## src/rtl/theta_update_unit.sv

```systemverilog
`default_nettype none
// ============================================================================
// theta_update_unit : serial gradient-descent step, theta_j <- sat(theta_j - (alpha*g_j)>>>SHIFT)
// Rev 1.0
// ============================================================================
module theta_update_unit #(
    parameter int N        = 3,
    parameter int THETA_W  = 16,
    parameter int GRAD_W   = 32,
    parameter int ALPHA_W  = 16,
    parameter int SHIFT    = 16,
    parameter int MAX_ITER = 1000,
    parameter int ITER_W   = 16
) (
    input  logic                   clk,
    input  logic                   rst,
    input  logic                   start,
    input  logic [THETA_W*N-1:0]   theta_init,
    input  logic [ALPHA_W-1:0]     alpha,
    input  logic [GRAD_W*N-1:0]    gradient_vector,
    input  logic                   grad_valid,
    output logic                   grad_ready,
    output logic [THETA_W*N-1:0]   theta,
    output logic                   theta_valid,
    output logic [ITER_W-1:0]      iter_count,
    output logic                   busy,
    output logic                   done
);
    localparam int PROD_W = GRAD_W + ALPHA_W + 1;
    localparam int DIFF_W = PROD_W + 1;
    localparam int IDX_W  = (N > 1) ? $clog2(N) : 1;

    localparam logic signed [DIFF_W-1:0] SAT_HI = {{(DIFF_W-THETA_W+1){1'b0}}, {(THETA_W-1){1'b1}}};
    localparam logic signed [DIFF_W-1:0] SAT_LO = {{(DIFF_W-THETA_W+1){1'b1}}, {(THETA_W-1){1'b0}}};

    typedef enum logic [2:0] {
        S_IDLE      = 3'd0,
        S_WAIT_GRAD = 3'd1,
        S_UPDATE    = 3'd2,
        S_COMMIT    = 3'd3,
        S_DONE      = 3'd4
    } state_t;

    state_t                     state_q, state_d;
    logic signed [THETA_W-1:0]  work_q  [N];
    logic signed [THETA_W-1:0]  work_d  [N];
    logic signed [THETA_W-1:0]  theta_q [N];
    logic signed [THETA_W-1:0]  theta_d [N];
    logic signed [GRAD_W-1:0]   grad_q  [N];
    logic signed [GRAD_W-1:0]   grad_d  [N];
    logic [ALPHA_W-1:0]         alpha_q, alpha_d;
    logic [IDX_W-1:0]           idx_q, idx_d;
    logic [ITER_W-1:0]          iter_q, iter_d;
    logic                       done_q, done_d;
    logic                       valid_q, valid_d;

    logic signed [THETA_W-1:0]  init_elem [N];
    logic signed [GRAD_W-1:0]   grad_elem [N];

    genvar j;
    generate
        for (j = 0; j < N; j++) begin : g_pack
            assign init_elem[j] = theta_init[THETA_W*N-1-THETA_W*j -: THETA_W];
            assign grad_elem[j] = gradient_vector[GRAD_W*N-1-GRAD_W*j -: GRAD_W];
            assign theta[THETA_W*N-1-THETA_W*j -: THETA_W] = theta_q[j];
        end
    endgenerate

    // Per-element datapath; everything is kept at full width until the final clamp.
    logic signed [THETA_W-1:0]  cur_theta;
    logic signed [GRAD_W-1:0]   cur_grad;
    logic signed [PROD_W-1:0]   prod;
    logic signed [PROD_W-1:0]   step;
    logic signed [DIFF_W-1:0]   diff;
    logic signed [THETA_W-1:0]  new_theta;

    assign cur_theta = work_q[idx_q];
    assign cur_grad  = grad_q[idx_q];
    assign prod      = $signed({{(ALPHA_W+1){cur_grad[GRAD_W-1]}}, cur_grad})
                     * $signed({{GRAD_W{1'b0}}, 1'b0, alpha_q});
    assign step      = prod >>> SHIFT;
    assign diff      = {{(DIFF_W-THETA_W){cur_theta[THETA_W-1]}}, cur_theta}
                     - {step[PROD_W-1], step};
    assign new_theta = (diff > SAT_HI) ? SAT_HI[THETA_W-1:0] :
                       (diff < SAT_LO) ? SAT_LO[THETA_W-1:0] : diff[THETA_W-1:0];

    always_comb begin
        state_d = state_q;
        work_d  = work_q;
        theta_d = theta_q;
        grad_d  = grad_q;
        alpha_d = alpha_q;
        idx_d   = idx_q;
        iter_d  = iter_q;
        done_d  = done_q;
        valid_d = 1'b0;
        case (state_q)
            S_IDLE, S_DONE: begin
                if (start) begin
                    work_d  = init_elem;
                    theta_d = init_elem;
                    alpha_d = alpha;
                    iter_d  = '0;
                    done_d  = 1'b0;
                    state_d = S_WAIT_GRAD;
                end
            end
            S_WAIT_GRAD: begin
                if (grad_valid) begin
                    grad_d  = grad_elem;
                    idx_d   = '0;
                    state_d = S_UPDATE;
                end
            end
            S_UPDATE: begin
                work_d[idx_q] = new_theta;
                // The commit register is loaded on the edge into COMMIT so the
                // new theta and its valid pulse are visible during COMMIT itself.
                if (idx_q == IDX_W'(N-1)) begin
                    theta_d = work_d;
                    valid_d = 1'b1;
                    iter_d  = iter_q + ITER_W'(1);
                    state_d = S_COMMIT;
                end else begin
                    idx_d = idx_q + IDX_W'(1);
                end
            end
            S_COMMIT: begin
                if (iter_q == ITER_W'(MAX_ITER)) begin
                    done_d  = 1'b1;
                    state_d = S_DONE;
                end else begin
                    state_d = S_WAIT_GRAD;
                end
            end
            default: state_d = S_IDLE;
        endcase
    end

    always_ff @(posedge clk or posedge rst) begin
        if (rst) begin
            state_q <= S_IDLE;
            for (int k = 0; k < N; k++) begin
                work_q[k]  <= '0;
                theta_q[k] <= '0;
                grad_q[k]  <= '0;
            end
            alpha_q <= '0;
            idx_q   <= '0;
            iter_q  <= '0;
            done_q  <= 1'b0;
            valid_q <= 1'b0;
        end else begin
            state_q <= state_d;
            work_q  <= work_d;
            theta_q <= theta_d;
            grad_q  <= grad_d;
            alpha_q <= alpha_d;
            idx_q   <= idx_d;
            iter_q  <= iter_d;
            done_q  <= done_d;
            valid_q <= valid_d;
        end
    end

    assign grad_ready  = (state_q == S_WAIT_GRAD);
    assign busy        = (state_q == S_WAIT_GRAD) || (state_q == S_UPDATE) || (state_q == S_COMMIT);
    assign theta_valid = valid_q;
    assign iter_count  = iter_q;
    assign done        = done_q;

endmodule
`default_nettype wire

```

## config.mk

```make
export PLATFORM = sky130hd
export DESIGN_NAME = theta_update_unit
export DESIGN_NICKNAME = d
export VERILOG_FILES = /design/src/rtl/theta_update_unit.sv
export SDC_FILE = /design/constraint.sdc
export NUM_CORES = 2
export LEC_CHECK = 0
export ABC_AREA = 1
export BUFFER_PORTS_ARGS = -buffer_cell sky130_fd_sc_hd__buf_2
export CAP_MARGIN = 20
export CORE_ASPECT_RATIO = 0.7
export CORE_UTILIZATION = 45
export DETAILED_ROUTE_END_ITERATION = 8
export PLACE_DENSITY = 0.63
export SYNTH_ARGS = -nofsm -noshare
export SYNTH_HDL_FRONTEND = slang
export SYNTH_SLANG_ARGS = --single-unit
```

## constraint.sdc

```tcl
create_clock -name clk -period 9.35 [get_ports clk]
set_input_delay 1.87 -clock clk [delete_from_list [all_inputs] [get_ports clk]]
set_output_delay 1.87 -clock clk [all_outputs]
set_load 0.005 [all_outputs]
```

**Word level (Yosys, flattened, before mapping)**

Cells that the tools add are included.
W data, S select, Z words.

- Register bits: 231
- Output and inout port bits: 68
- Word-level logic and storage cells: 81

- Add/subtract/negate cells: 3
- Multiply operators: 1
- $lt $le $gt $ge: 4
- Equal/unequal tests: 11
- Mux-type cells: 31
- Bitwise logic cells: 1
- Reduce and logical (&&, ||, !) cells: 15

Operators with widths:

| kind | number |
|---|---|
| $pmux W48 S2 | 2 |
| $mux W16 | 7 |
| $mux W48 | 2 |
| $bmux W32 S2 | 1 |
| $mux W32 | 2 |
| $mul A32 B17 Y49 | 1 |
| $bwmux W48 | 1 |
| $gt A34 B16 Y1 const B | 1 |
| $lt A34 B16 Y1 const B | 1 |
| $sub A16 B33 Y34 | 1 |
| $bmux W16 S2 | 1 |
| $demux W16 S2 | 1 |
| $pmux W16 S2 | 1 |
| $add A16 B1 Y16 const B | 1 |
| $eq A16 B10 Y1 const B | 1 |
| $mux W3 | 4 |
| $pmux W3 S4 | 1 |
| $reduce_and A3 Y1 | 4 |
| $ne A2 B2 Y1 const B | 5 |
| $eq A3 B2 Y1 const B | 2 |
| $reduce_and A2 Y1 | 3 |
| $reduce_bool A2 Y1 | 3 |
| $mux W1 | 4 |
| $mux W2 | 2 |
| 13 further kinds | 14 |

**Longest topological paths before layout**

- Depth after elaboration: 12
- Mapped depth: 58
- Gate-level depth less buffers: 55

**Worst setup path before layout**

Ideal clock, no wire load.

- Path kind: reg2reg
- From: register idx_q[0]
- To: register theta_q, in the netlist theta[35]
- Library setup time: 117 ps
- Arrival: 8,348 ps
- Data required time: 9,233 ps
- Slack: 885 ps
- Cell stages (with the launch flop): 49
- Path buffers: 4
- Clock period less this slack: 8,465 ps
- Path through: dfrtp_1 clkbuf_1 nor2_1 inv_1 clkbuf_1 o21ai_0 inv_1 clkbuf_1 nor2_1 fa_1 inv_1 fa_1 inv_1 fa_1 inv_1 fa_1 inv_1 fa_1 [13 not listed] nor2_1 and2_1 and2_1 nand2_1 nand3_1 nand2_1 nand2_1 nor2_1 nand2_1 nor2_1 nand2_1 nand2_4 buf_4 nand3_1 nand2_1 nand2_1 nand2_1 nand2_1

- Cells in the longest elaborated chain, start to end: 12
- Elaborated cells on any way between the ends: 24
- Those cells by class: add/sub: 1; mul: 1; order compare: 4; eq/ne: 2; mux: 13; bitwise: 1; reduce/logical: 2

RTL lines:

| what | line | RTL |
|---|---|---|
| start: declaration | 52 | `logic [IDX_W-1:0] idx_q, idx_d;` |
| start signal: assignment | 159 | `idx_q <= idx_d;` |
| $not A2 Y3 (implied by the code) | 77, 78, 116 |  |
| $bmux W32 S2 | 78 | `assign cur_grad = grad_q[idx_q];` |
| $mux W32 (implied by the code) (2 in a row) | 78 |  |
| $mul A32 B17 Y49 | 80 | `* $signed({{GRAD_W{1'b0}}, 1'b0, alpha_q});` |
| $sub A16 B33 Y34 | 83 | `- {step[PROD_W-1], step};` |
| $lt A34 B16 Y1 | 85 | `(diff < SAT_LO) ? SAT_LO[THETA_W-1:0] : diff[THETA_W-1:0];` |
| $mux W16 | 85 |  |
| $mux W16 | 84 | `assign new_theta = (diff > SAT_HI) ? SAT_HI[THETA_W-1:0] :` |
| $bwmux W48 | 116 | `work_d[idx_q] = new_theta;` |
| $mux W48 | 119 | `if (idx_q == IDX_W'(N-1)) begin` |
| $pmux W48 S2 | 97 | `case (state_q)` |
| end signal: assignment | 156 | `theta_q <= theta_d;` |
| end: declaration | 47 | `logic signed [THETA_W-1:0] theta_q [N];` |

Several ways; a longest one is shown, not always the timed one. The select of a mux whose other input is x is not followed.
A chain may end at the register's enable or synchronous reset.

**Worst setup path in the final report**

- From: register idx_q[0]
- To: register work_q[3] (netlist name)

- Cells in the longest elaborated chain, start to end: 11
- Elaborated cells on any way between the ends: 20
- Those cells by class: add/sub: 1; mul: 1; order compare: 4; mux: 12; bitwise: 1; reduce/logical: 1

RTL lines:

| what | line | RTL |
|---|---|---|
| $not A2 Y3 (implied by the code) (*) | 77, 78, 116 |  |
| $bmux W32 S2 | 78 |  |
| $mux W32 (implied by the code) (2 in a row) | 78 |  |
| $mul A32 B17 Y49 | 80 |  |
| $sub A16 B33 Y34 | 83 |  |
| $lt A34 B16 Y1 | 85 |  |
| $mux W16 | 85 |  |
| $mux W16 | 84 |  |
| $bwmux W48 (*) | 116 |  |
| $pmux W48 S2 (*) | 97 |  |
| end signal: assignment | 155 | `work_q <= work_d;` |
| end: declaration | 45 | `logic signed [THETA_W-1:0] work_q [N];` |

Every way passes the cells marked *; elsewhere a longest branch is shown, timed or not. The select of a mux whose other input is x is not followed.

==> results.md <==
* Outcome: completed
* Final Core Density at a little over half
* CTS tree: yes
* Area delta synth->final at 18.2%
* First-pass GRT wire length at roughly 160 mm
* Maximum clock insertion buffer count at 3
* Skew-Pair Late Insertion Delay at ~560 ps
* Yosys warning count at 0
* Die Ht at 222 um
* CP Data Arrival Time at 9480 ps
* # nets final at about 5200
* Number of global-route vias before repair at roughly 27000
* H-Tree Depth at 1
* Critical path class: reg2reg
* Die X at roughly 320 um
* Hold Vio Cnt, Final at 0
* Antenna violations before repair at 1
* All-layer global routing usage at between 20% and 30%
* Final Cycle Share at about 96%
* Initial core utilization at between 40% and 50%
* Endpoints failing setup at 0
* Worst-path clk slew at roughly 60 ps
* CP max stage delay at a little over 600 ps
* Placer Congestion at between 0.9 and 1
* Yosys cell types at 53
* Layout cell share with drive strength beyond 1 at a little under a fifth
* Mapped Area at slightly above 30000 um2
* Vias per cell at 5.19
* Wirelength, routed at between 100 and 150 mm
* Crit. End Element: flop
* Met1 wire length at approximately 49 mm
* Fin area at about 37000 um2
* Worst Hold Launch: theta[36]
* EDFF count, synth at 0
* Top post-synthesis cells by area: fa_1 32%, dfrtp_1 19%, nand2_1 13%, inv_1 9.3%, ha_1 6.2%
* HPWL after DPL at approximately 85 mm
* Die Area at between 60000 and 70000 um2
* Max layer used: met5
* Post-synthesis sequential area ratio at 18.6%
* DP Area at 34800 um2
* RSZ-0062 raised after global routing: yes
* Vias at 27500
* CP max-delay cell: fa_2
* CP required at 9830 ps
* Async SR Flop Fraction at 100%
* PortBufs at ~230
* Crit path launch type: flop
* Peak Freq at ~110 MHz
* #FFs+latches synth at about 230
* Top cell by count, worst path: nand2_1
* Relative slew slack at 25.6%
* Synthesized Nets at roughly 4800
* Root Driver: clkbuf_16
* Final Slew Violations at 0
* CP max FO at 28
* Top FF cell, synth: dfrtp_1
* GRT overflow at 0
* Largest net degree at the start of global routing at 93
* Area leader, netlist: fa_1
* Cell count after synthesis at roughly 4000
* CTS buffer count at 26
* Post-layout min period at between 9000 and 10000 ps
* Clock sinks at ~230
* MaxCap Viol Count at 0
* Worst setup path start: idx_q[0]
* Post-DRT Antenna Nets at 0
* Synth cell count leaders: 1048 x nand2_1, 768 x inv_1, 488 x fa_1
* Worst R2R Setup Slack at 340 ps
* Synth top area share at about a third
* R2R Path Start: idx_q[0]
* Clock Skews at between 20 and 30 ps
* Routed length on met3 at 14.4 mm
* # IOs at ~230
* Met2 routed WL at 39.0 mm
* Hold Crit Class: reg2reg
* # DRC at 0
* Mean Syn Cell Area at approximately 7.8 um2
* Wire length per cell at a little under 20 um
* Worst-Margin Slew at about 1100 ps
* FP Rows at 80
* Iter 0 DRT Violations at about 2600
* DR pass1 iterations at 8
* Core area at a little under 70000 um2
* CTS Hold Bufs at 0
* Cell with the most instances after synthesis: nand2_1
placed cells by master (no fill, tap or decap), drive strengths merged, types with 18 or more instances in the layout:
cell    count
a21oi     162
buf       503
clkbuf     37
dfrtp     231
fa        488
ha        153
inv       781
mux2       64
nand2    1073
nand3      78
nor2      480
nor3       18
o21ai     180
xnor2      23
xor2       33
logic make-up after synthesis:
kind of cell / after synthesis / synth area share [%]
buffers and inverters: 933 / 11.5
AO/OA/AOI/OAI: 383 / 6.50
XOR/XNOR: 56 / 1.61
flip-flops: 231 / 18.6
multiplexers: 64 / 2.32
adder cells (fa/ha/maj): 641 / 37.7
AND/OR/NAND/NOR: 1689 / 21.8
state kept, by name, summed over array words and instances (netlist names):
register	flops
alpha_q	16
done	1
grad_q	96
idx_q	2
iter_count	16
state_q	3
theta	48
theta_valid	1
work_q	48
metal layers:
| metal | up-vias | GRT usage [%] |
|---|---|---|
| met5 | - | 0.826 |
| met4 | 4 | 3.83 |
| met3 | 90 | 10.9 |
| met2 | 1368 | 38.9 |
| met1 | 13400 | 47.6 |
| li1 | 12700 | - |
path summary, 6_finish.rpt:
| check | end | cells past startpoint |
|---|---|---|
| worst max-delay path | work_q[3] | 48 |
| worst max register to register | work_q[3] | 48 |
| max in group asynchronous | work_q[4] | 3 |
| worst min register to register | theta[36] | 2 |
| min in group asynchronous | grad_q[59] | 2 |
| worst min-delay path | theta[36] | 2 |
stage by stage:
stage	hold WS, ps	setup slack (ps)	instances	setup TNS, ps
3_5_place_dp	461	-369	5237	-23930
6_report	477	342	5311	0
3_3_place_gp	459	-411	5236	-26490
2_1_floorplan	449	885	3997	0
5_1_grt	496	-84.3	5310	-990
4_1_cts	481	7.49	5286	0
cell type report:
type,instances,area [um2]
tap,902,1130
clock buffer,37,752
timing repair buffer,504,3430
antenna,1,2.50
fill,6465,31500
sequential,231,5780
multi-input combinational,2835,22400
inverter,790,2990
clock inverter,11,148
worst max-delay path: cells and delay by family, from the launching register on:
kind                       cells  cell delay [ps]
adders and majority gates      8             3600
and+or+nand+nor               17             1730
AOI/OAI and AO/OA             10             1580
buffers and inverters         12             1290
DFF                            1              450
xor gates and xnor gates       1              230
timing repair:
item | CTS | global route
cloned | 0 | 3
pin swaps | 1 | 35
resized for setup | 9 | 225
setup buffers | 1 | 21
setup endpoints to repair | 90 | 96
Power is left out: the tool's default activity adds up to more than one toggle a clock period on the data nets, which glitch-free logic cannot reach.
